**src/rtl/ifu_if.sv**
```systemverilog
// Fetch-unit bus bundle: decode handshake, next-PC feedback and the
// instruction-memory request/response channel.
interface ifu_if;
    logic        valid_out_idu;
    logic        ready_in_idu;
    logic [31:0] pc;
    logic [31:0] inst;
    logic        npc_valid;
    logic [31:0] npc;
    logic        imem_req_valid;
    logic        imem_req_ready;
    logic [31:0] imem_addr;
    logic        imem_rsp_valid;
    logic [31:0] imem_rsp_data;
    logic        imem_rsp_err;

    // The fetch unit itself
    modport master (
        output valid_out_idu, pc, inst, imem_req_valid, imem_addr,
        input  ready_in_idu, npc_valid, npc, imem_req_ready,
               imem_rsp_valid, imem_rsp_data, imem_rsp_err
    );

    // Decode stage, write-back side and instruction memory
    modport slave (
        input  valid_out_idu, pc, inst, imem_req_valid, imem_addr,
        output ready_in_idu, npc_valid, npc, imem_req_ready,
               imem_rsp_valid, imem_rsp_data, imem_rsp_err
    );
endinterface

```
**src/rtl/ifu.sv**
```systemverilog
// Instruction fetch unit: one instruction in flight, fetched from imem,
// handed to decode, then parked until write-back supplies the next PC.
module ifu #(
    parameter logic [31:0] RESET_PC = 32'h8000_0000
) (
    input  logic        clk,
    input  logic        rst,
    ifu_if.master       bus,
    output logic        fault,
    output logic [31:0] fetch_cnt
);

    typedef enum logic [2:0] {
        REQ,
        WAIT_RSP,
        WAIT_READY,
        WAIT_NPC,
        HALT
    } state_t;

    state_t      state_q;
    state_t      state_d;
    logic [31:0] pc_q;
    logic [31:0] inst_q;
    logic        load_inst;
    logic        take_npc;
    logic        set_fault;
    logic        count_fetch;

    // State register; reset restarts fetching from any state, HALT included
    always_ff @(posedge clk) begin
        if (rst) begin
            state_q <= REQ;
        end else begin
            state_q <= state_d;
        end
    end

    // Next-state decode and datapath enables; inputs are only honoured in the state that owns them
    always_comb begin
        state_d     = state_q;
        load_inst   = 1'b0;
        take_npc    = 1'b0;
        set_fault   = 1'b0;
        count_fetch = 1'b0;
        case (state_q)
            REQ: begin
                if (bus.imem_req_ready) begin
                    state_d = WAIT_RSP;
                end
            end
            WAIT_RSP: begin
                if (bus.imem_rsp_valid) begin
                    if (bus.imem_rsp_err) begin
                        set_fault = 1'b1;
                        state_d   = HALT;
                    end else begin
                        load_inst = 1'b1;
                        state_d   = WAIT_READY;
                    end
                end
            end
            WAIT_READY: begin
                if (bus.ready_in_idu) begin
                    count_fetch = 1'b1;
                    state_d     = WAIT_NPC;
                end
            end
            WAIT_NPC: begin
                if (bus.npc_valid) begin
                    if (bus.npc[1:0] == 2'b00) begin
                        take_npc = 1'b1;
                        state_d  = REQ;
                    end else begin
                        set_fault = 1'b1;
                        state_d   = HALT;
                    end
                end
            end
            HALT: begin
                state_d = HALT;
            end
            default: begin
                state_d = HALT;
            end
        endcase
    end

    // Architectural registers: PC, captured instruction, sticky fault and retired-fetch counter
    always_ff @(posedge clk) begin
        if (rst) begin
            pc_q      <= RESET_PC;
            inst_q    <= 32'h0;
            fault     <= 1'b0;
            fetch_cnt <= 32'h0;
        end else begin
            if (take_npc) begin
                pc_q <= bus.npc;
            end
            if (load_inst) begin
                inst_q <= bus.imem_rsp_data;
            end
            if (set_fault) begin
                fault <= 1'b1;
            end
            if (count_fetch) begin
                fetch_cnt <= fetch_cnt + 32'd1;
            end
        end
    end

    // Handshake outputs decode registered state only, so no input-to-output paths exist
    assign bus.imem_req_valid = (state_q == REQ);
    assign bus.valid_out_idu  = (state_q == WAIT_READY);
    assign bus.imem_addr      = pc_q;
    assign bus.pc             = pc_q;
    assign bus.inst           = inst_q;

endmodule

```
**src/flat_wrapper.sv**
```systemverilog
// flat-port wrapper written by rule: the top's interface ports become plain ports
module ifu_flat 
#(
    parameter logic [31:0] RESET_PC = 32'h8000_0000
)
  (clk, rst, fault, fetch_cnt, bus_valid_out_idu, bus_pc, bus_inst, bus_imem_req_valid, bus_imem_addr, bus_ready_in_idu, bus_npc_valid, bus_npc, bus_imem_req_ready, bus_imem_rsp_valid, bus_imem_rsp_data, bus_imem_rsp_err);
  ifu_if bus_i ();
  input  logic clk;
  input  logic rst;
  output logic fault;
  output logic [31:0] fetch_cnt;
  output wire logic [$bits(bus_i.valid_out_idu)-1:0] bus_valid_out_idu;
  output wire logic [$bits(bus_i.pc)-1:0] bus_pc;
  output wire logic [$bits(bus_i.inst)-1:0] bus_inst;
  output wire logic [$bits(bus_i.imem_req_valid)-1:0] bus_imem_req_valid;
  output wire logic [$bits(bus_i.imem_addr)-1:0] bus_imem_addr;
  input wire logic [$bits(bus_i.ready_in_idu)-1:0] bus_ready_in_idu;
  input wire logic [$bits(bus_i.npc_valid)-1:0] bus_npc_valid;
  input wire logic [$bits(bus_i.npc)-1:0] bus_npc;
  input wire logic [$bits(bus_i.imem_req_ready)-1:0] bus_imem_req_ready;
  input wire logic [$bits(bus_i.imem_rsp_valid)-1:0] bus_imem_rsp_valid;
  input wire logic [$bits(bus_i.imem_rsp_data)-1:0] bus_imem_rsp_data;
  input wire logic [$bits(bus_i.imem_rsp_err)-1:0] bus_imem_rsp_err;
  assign bus_valid_out_idu = bus_i.valid_out_idu;
  assign bus_pc = bus_i.pc;
  assign bus_inst = bus_i.inst;
  assign bus_imem_req_valid = bus_i.imem_req_valid;
  assign bus_imem_addr = bus_i.imem_addr;
  assign bus_i.ready_in_idu = bus_ready_in_idu;
  assign bus_i.npc_valid = bus_npc_valid;
  assign bus_i.npc = bus_npc;
  assign bus_i.imem_req_ready = bus_imem_req_ready;
  assign bus_i.imem_rsp_valid = bus_imem_rsp_valid;
  assign bus_i.imem_rsp_data = bus_imem_rsp_data;
  assign bus_i.imem_rsp_err = bus_imem_rsp_err;
  ifu #(.RESET_PC(RESET_PC)) u_core (.clk(clk), .rst(rst), .bus(bus_i), .fault(fault), .fetch_cnt(fetch_cnt));
endmodule
```
**config.mk**
```make
export PLATFORM = sky130hd
export DESIGN_NAME = ifu_flat
export DESIGN_NICKNAME = d
export VERILOG_FILES = /design/src/rtl/ifu_if.sv /design/src/rtl/ifu.sv /design/src/flat_wrapper.sv
export SDC_FILE = /design/constraint.sdc
export NUM_CORES = 1
export LEC_CHECK = 0
export BUFFER_PORTS_ARGS = -buffer_cell sky130_fd_sc_hd__buf_2
export CAP_MARGIN = 30
export CORE_UTILIZATION = 45
export CTS_BUF_LIST = sky130_fd_sc_hd__clkbuf_8
export CTS_CLUSTER_SIZE = 25
export DETAILED_ROUTE_END_ITERATION = 10
export GPL_TIMING_DRIVEN = 0
export PLACE_DENSITY = 0.77
export SYNTH_ARGS = -nofsm -noshare
export SYNTH_HDL_FRONTEND = slang
export SYNTH_SLANG_ARGS = --single-unit
```
**constraint.sdc**
```tcl
create_clock -name clk -period 2.05 [get_ports clk]
set_input_delay 0.3075 -clock clk [delete_from_list [all_inputs] [get_ports clk]]
set_output_delay 0.3075 -clock clk [all_outputs]
set_load 0.02 [all_outputs]
```
[Yosys cells after proc, flatten, opt, wreduce, memory -nomap -nowiden]
Cells that the tools add are included.
Cells by class
  add/subtract/negate cells: 1
  equal/unequal tests: 7
  muxes and demuxes: 20
  reduce and logical (&&, ||, !) cells: 3
Operators by type and width (number)
  32-bit by 1-bit adder with 32-bit output (second input constant): 1
  3-bit 2-to-1 mux: 6
  1-bit 2-to-1 mux: 12
  3-bit one-hot mux with 4 select lines: 1
  3-bit by 2-bit equality test with 1-bit output (second input constant): 2
  2-bit by 1-bit inequality test with 1-bit output (second input constant): 2
  2-bit inequality test (second input constant): 2
  4-bit AND reduction: 1
  3-bit by 1-bit equality test with 1-bit output (second input constant): 1
  3-bit logical NOT: 1
  2-bit logical NOT: 1
  1-bit one-hot mux with 2 select lines: 1
Storage, ports and cells
  flip-flop bits (word level): 100
  input bits: 71
  output and inout bits: 131
  logic and storage cells: 36

[Longest topological paths before layout]
  word-level depth: 4
  gate-level depth with buffers: 7

[Worst setup path after synthesis]
No wires, ideal clock.
  kind: flip-flop to flip-flop
  start point: reg u_core.fetch_cnt[0]
  end point: reg u_core.fetch_cnt[28]
  data arrival time: 1.906 ns
  path slack: 0.073 ns
  stages on the path, launching flop included: 8
  clock period less this slack: 1.977 ns
  cells stage by stage: dfxtp_1 ha_1 and3_1 clkbuf_1 nand4_2 buf_6 or4_1 a21oi_1
On the way
  longest elaborated chain between the ends: 1
RTL lines
  start: declaration: RTL line ifu.sv:10  | output logic [31:0] fetch_cnt
  start signal: assignment: RTL line ifu.sv:107  | fetch_cnt <= fetch_cnt + 32'd1;
  32-bit by 1-bit adder with 32-bit output: RTL line ifu.sv:107
Every way passes these cells.
A chain may end at the register's enable or synchronous reset.

[Final worst setup path]
  start point: reg u_core.fetch_cnt[0]
  end point: reg u_core.fetch_cnt[30]
The elaborated chain is that of the path after synthesis.

==> impl_metrics.json <==
{
  "cp_data_arrival_time_ps": 2200,
  "place_hpwl_um": 8834,
  "fp-row-count": 34,
  "gp_congestion": 0.8506,
  "cp_max_fo": 10,
  "total_power_uw": 3378,
  "fillCellCount": 815,
  "start_util": 0.4745,
  "ys_seq_area_frac": 0.4745,
  "p_int_uw": 2540,
  "ioPinCount": 202,
  "p_leak_uw": 0.002519,
  "synthCells": 518,
  "syn_area_mm2": 0.004219,
  "synth-seq-cells": 100,
  "peakVddDrop_v": 0.0003719,
  "path_cells": "ha_1, and3_2, nand4_2, buf_6, or4_1, a21oi_1",
  "slowest_delay_ps": 470,
  "place_area_mm2": 0.005355,
  "cts_sinks": 100,
  "power_switching_uw": 838.1,
  "fin_skew_ps": 15.76,
  "vias_per_cell": 5.170,
  "syn_nets": 590,
  "syn2layout_area_growth_pct": 31.58,
  "relSlewSlack": 0.6233,
  "max-cap-violations": 0,
  "cts-root-buf": "clkbuf_8",
  "grt_max_degree": 17,
  "avgSynthCellArea_um2": 8.145,
  "antenna_found_initial": 1,
  "reg2reg_to": "u_core.fetch_cnt[30]$_SDFFE_PP0P_",
  "grt.overflow.total": 0,
  "hold_viol_final": 0,
  "die_h_um": 98.83,
  "drtAntennaViolNets": 0,
  "holdPathEnd": "u_core.bus.imem_addr[3]$_SDFFE_PP0P_",
  "hold_class": "in2reg",
  "vias": 4353,
  "dieWidth_um": 98.83,
  "drive_gt1_frac": 0.3670,
  "post-route-period-util": 0.9274,
  "postCtsSetupBuffers": 0,
  "fin_crit_ps": 1901,
  "design_area_mm2": 0.005552,
  "clk_path_buf_depth": 2,
  "cts_hold_buf": 0,
  "ys_types": 39,
  "synth_edf_count": 0,
  "cts_tree": "built",
  "drt_iter0_drc": 112,
  "grt_setup_unrepaired": "false",
  "switching_share": 0.2481,
  "wl_per_cell_um": 13.81,
  "powerDensity_mw_per_mm2": 608.4,
  "clk-insertion-delay-late_ps": 360,
  "crit_type": "reg2reg",
  "setup_violations": 0,
  "seqPwrFrac": 0.586,
  "grt_first_pass_wirelength_um": 18060,
  "htreeDepth": 3,
  "worst_hold_slack_ps": 178.5,
  "status": "completed",
  "drt_wl_total_um": 11620,
  "finalNetCount": 800,
  "drt_pass1_iterations": 4,
  "cp-end-kind": "flip-flop",
  "r2r_start": "u_core.fetch_cnt[0]$_SDFFE_PP0P_",
  "startpoint_type": "flip-flop",
  "ys_async_sr_fraction": 0,
  "yosysWarnings": 0,
  "cts_inserted_buffers": 9,
  "hp-start": "bus_npc[3]",
  "clkPwrFrac": 0.339,
  "core-area_mm2": 0.008891,
  "slew_viol_final": 0,
  "dieArea_mm2": 0.009766,
  "worstPathRequired_ps": 2350,
  "p_comb_frac": 0.075,
  "drc": 0,
  "cts_resized": 3,
  "grtUsageTotal": 0.2278,
  "path_clk_slew_ps": 100,
  "timing.fmax_mhz": 526.0,
  "post-place-ws_ps": -12.74,
  "synth_flop_cell": "dfxtp_1",
  "numPortBuffers": 200,
  "worst_pin_slew_ps": 560.4,
  "grt_pass1_vias": 3837,
  "fin_ws_ps": 148.9,
  "r2r_cells": 6,
  "whs_path_depth": 3,
  "slowest_stage": "or4_1",
  "r2r_slack_ps": 150
}
[per-stage QoR]
stage / setup TNS [ps] / cells / utilization
after floorplan: 0 / 518 / -
after CTS: 0 / 841 / 0.6230
after global routing: 0 / 842 / 0.6244
final: 0 / 842 / 0.6244
after global placement: 0 / 826 / 0.6023
after detailed placement: -28.85 / 826 / 0.6023
[logic make-up after synthesis]
logic type | Yosys count | synth area share
AND/OR/NAND/NOR | 224 | 0.2595
AO/OA/AOI/OAI | 114 | 0.1483
flip-flops | 100 | 0.4745
buffers and inverters | 71 | 0.09816
XOR/XNOR | 8 | 0.01661
adder cells (fa/ha/maj) | 1 | 0.002965
[routing by layer]
metal	GRT usage	vias to the layer above	routed length (um)
met2	0.3938	157	5736
li1	-	2169	-
met1	0.2747	2010	4920
met5	0	-	0
met4	0.08726	0	216
met3	0.05248	17	750
[worst max-delay path, delay by kind of cell (launching register included)]
kind,cells,cell delay (ps)
flops,1,420
buf+inv,1,190
compound gates,1,150
fa+ha+maj,1,190
simple gates,3,900
[layout make-up]
class / count / area, um^2 / share of cell area
sequential: 100 / 2002 / 0.3606
multi-input combinational: 347 / 1812 / 0.3263
timing repair buffer: 200 / 1001 / 0.1803
buffer: 66 / 405.4 / 0.07302
clock buffer: 10 / 137.6 / 0.02479
tap: 108 / 135.1 / 0.02434
clock inverter: 6 / 41.29 / 0.007437
inverter: 4 / 15.01 / 0.002705
antenna: 1 / 2.502 / 0.0004508
[worst max path at each step]
stage                                startpoint  slack (ps)                              endpoint  depth (start not counted)
3_3_place_gp     u_core.state_q[1]$_SDFFE_PP0P_          10       u_core.bus.inst[2]$_SDFFE_PP0P_                          5
5_1_grt          u_core.state_q[2]$_SDFFE_PP0P_           9      u_core.bus.inst[26]$_SDFFE_PP0P_                          5
6_report       u_core.fetch_cnt[0]$_SDFFE_PP0P_         150     u_core.fetch_cnt[30]$_SDFFE_PP0P_                          6
3_5_place_dp     u_core.state_q[2]$_SDFFE_PP0P_         -10       u_core.bus.inst[3]$_SDFFE_PP0P_                          5
2_1_floorplan  u_core.fetch_cnt[0]$_SDFFE_PP0P_          70     u_core.fetch_cnt[28]$_SDFFE_PP0P_                          7
4_1_cts          u_core.state_q[1]$_SDFFE_PP0P_          40  u_core.bus.imem_addr[7]$_SDFFE_PP0P_                          6
[synth_stat cells, types with 2 or more instances]
| master | count | share of area |
|---|---|---|
| nand3_1 | 9 | 0.011 |
| or4_1 | 19 | 0.034 |
| and3_1 | 6 | 0.0089 |
| nor3b_1 | 2 | 0.0036 |
| inv_1 | 4 | 0.0036 |
| nor2_1 | 13 | 0.012 |
| xor2_1 | 6 | 0.012 |
| buf_1 | 3 | 0.0027 |
| nor3_1 | 2 | 0.0024 |
| nand4_1 | 10 | 0.015 |
| a21oi_1 | 86 | 0.10 |
| xnor2_1 | 2 | 0.0042 |
| nand3b_1 | 2 | 0.0036 |
| buf_4 | 33 | 0.059 |
| nand2_1 | 139 | 0.12 |
| clkbuf_1 | 27 | 0.024 |
| o31ai_1 | 17 | 0.030 |
| and2_1 | 3 | 0.0044 |
| o21ai_0 | 7 | 0.0083 |
| buf_6 | 3 | 0.0080 |
| and4_1 | 3 | 0.0062 |
| or3_1 | 6 | 0.0089 |
| dfxtp_1 | 100 | 0.47 |
[power groups by stage]
stage	Clock [uW]	Sequential, uW	Combinational, uW
4_1_cts	1170	1980	256
3_3_place_gp	0	2020	249
3_5_place_dp	0	2020	254
2_1_floorplan	0	2050	103
5_1_grt	1270	1980	280
6_report	1140	1980	255
[registers in the layout (all words and copies together), names as in the netlist]
register	count
u_core.bus.imem_addr	32
u_core.state_q	3
u_core.fault	1
u_core.bus.inst	32
u_core.fetch_cnt	32
[cells in the final DEF, fill, tap and decap left out, types with 3 or more instances in the layout]
cell / synthesis / final
and3_1: 6 / 5
buf_1: 3 / 3
or4_1: 19 / 19
nand3_1: 9 / 9
buf_4: 33 / 33
buf_6: 3 / 3
dfxtp_1: 100 / 100
nor2_1: 13 / 13
o21ai_0: 7 / 7
a21oi_1: 86 / 86
nand2_1: 139 / 139
inv_1: 4 / 5
and2_1: 3 / 3
clkbuf_2: 0 / 8
buf_2: 1 / 201
o31ai_1: 17 / 17
nand4_1: 10 / 10
clkbuf_1: 27 / 18
or3_1: 6 / 6
clkbuf_8: 0 / 10
xor2_1: 6 / 6
Note: power is estimated with default switching activity, not from simulation.
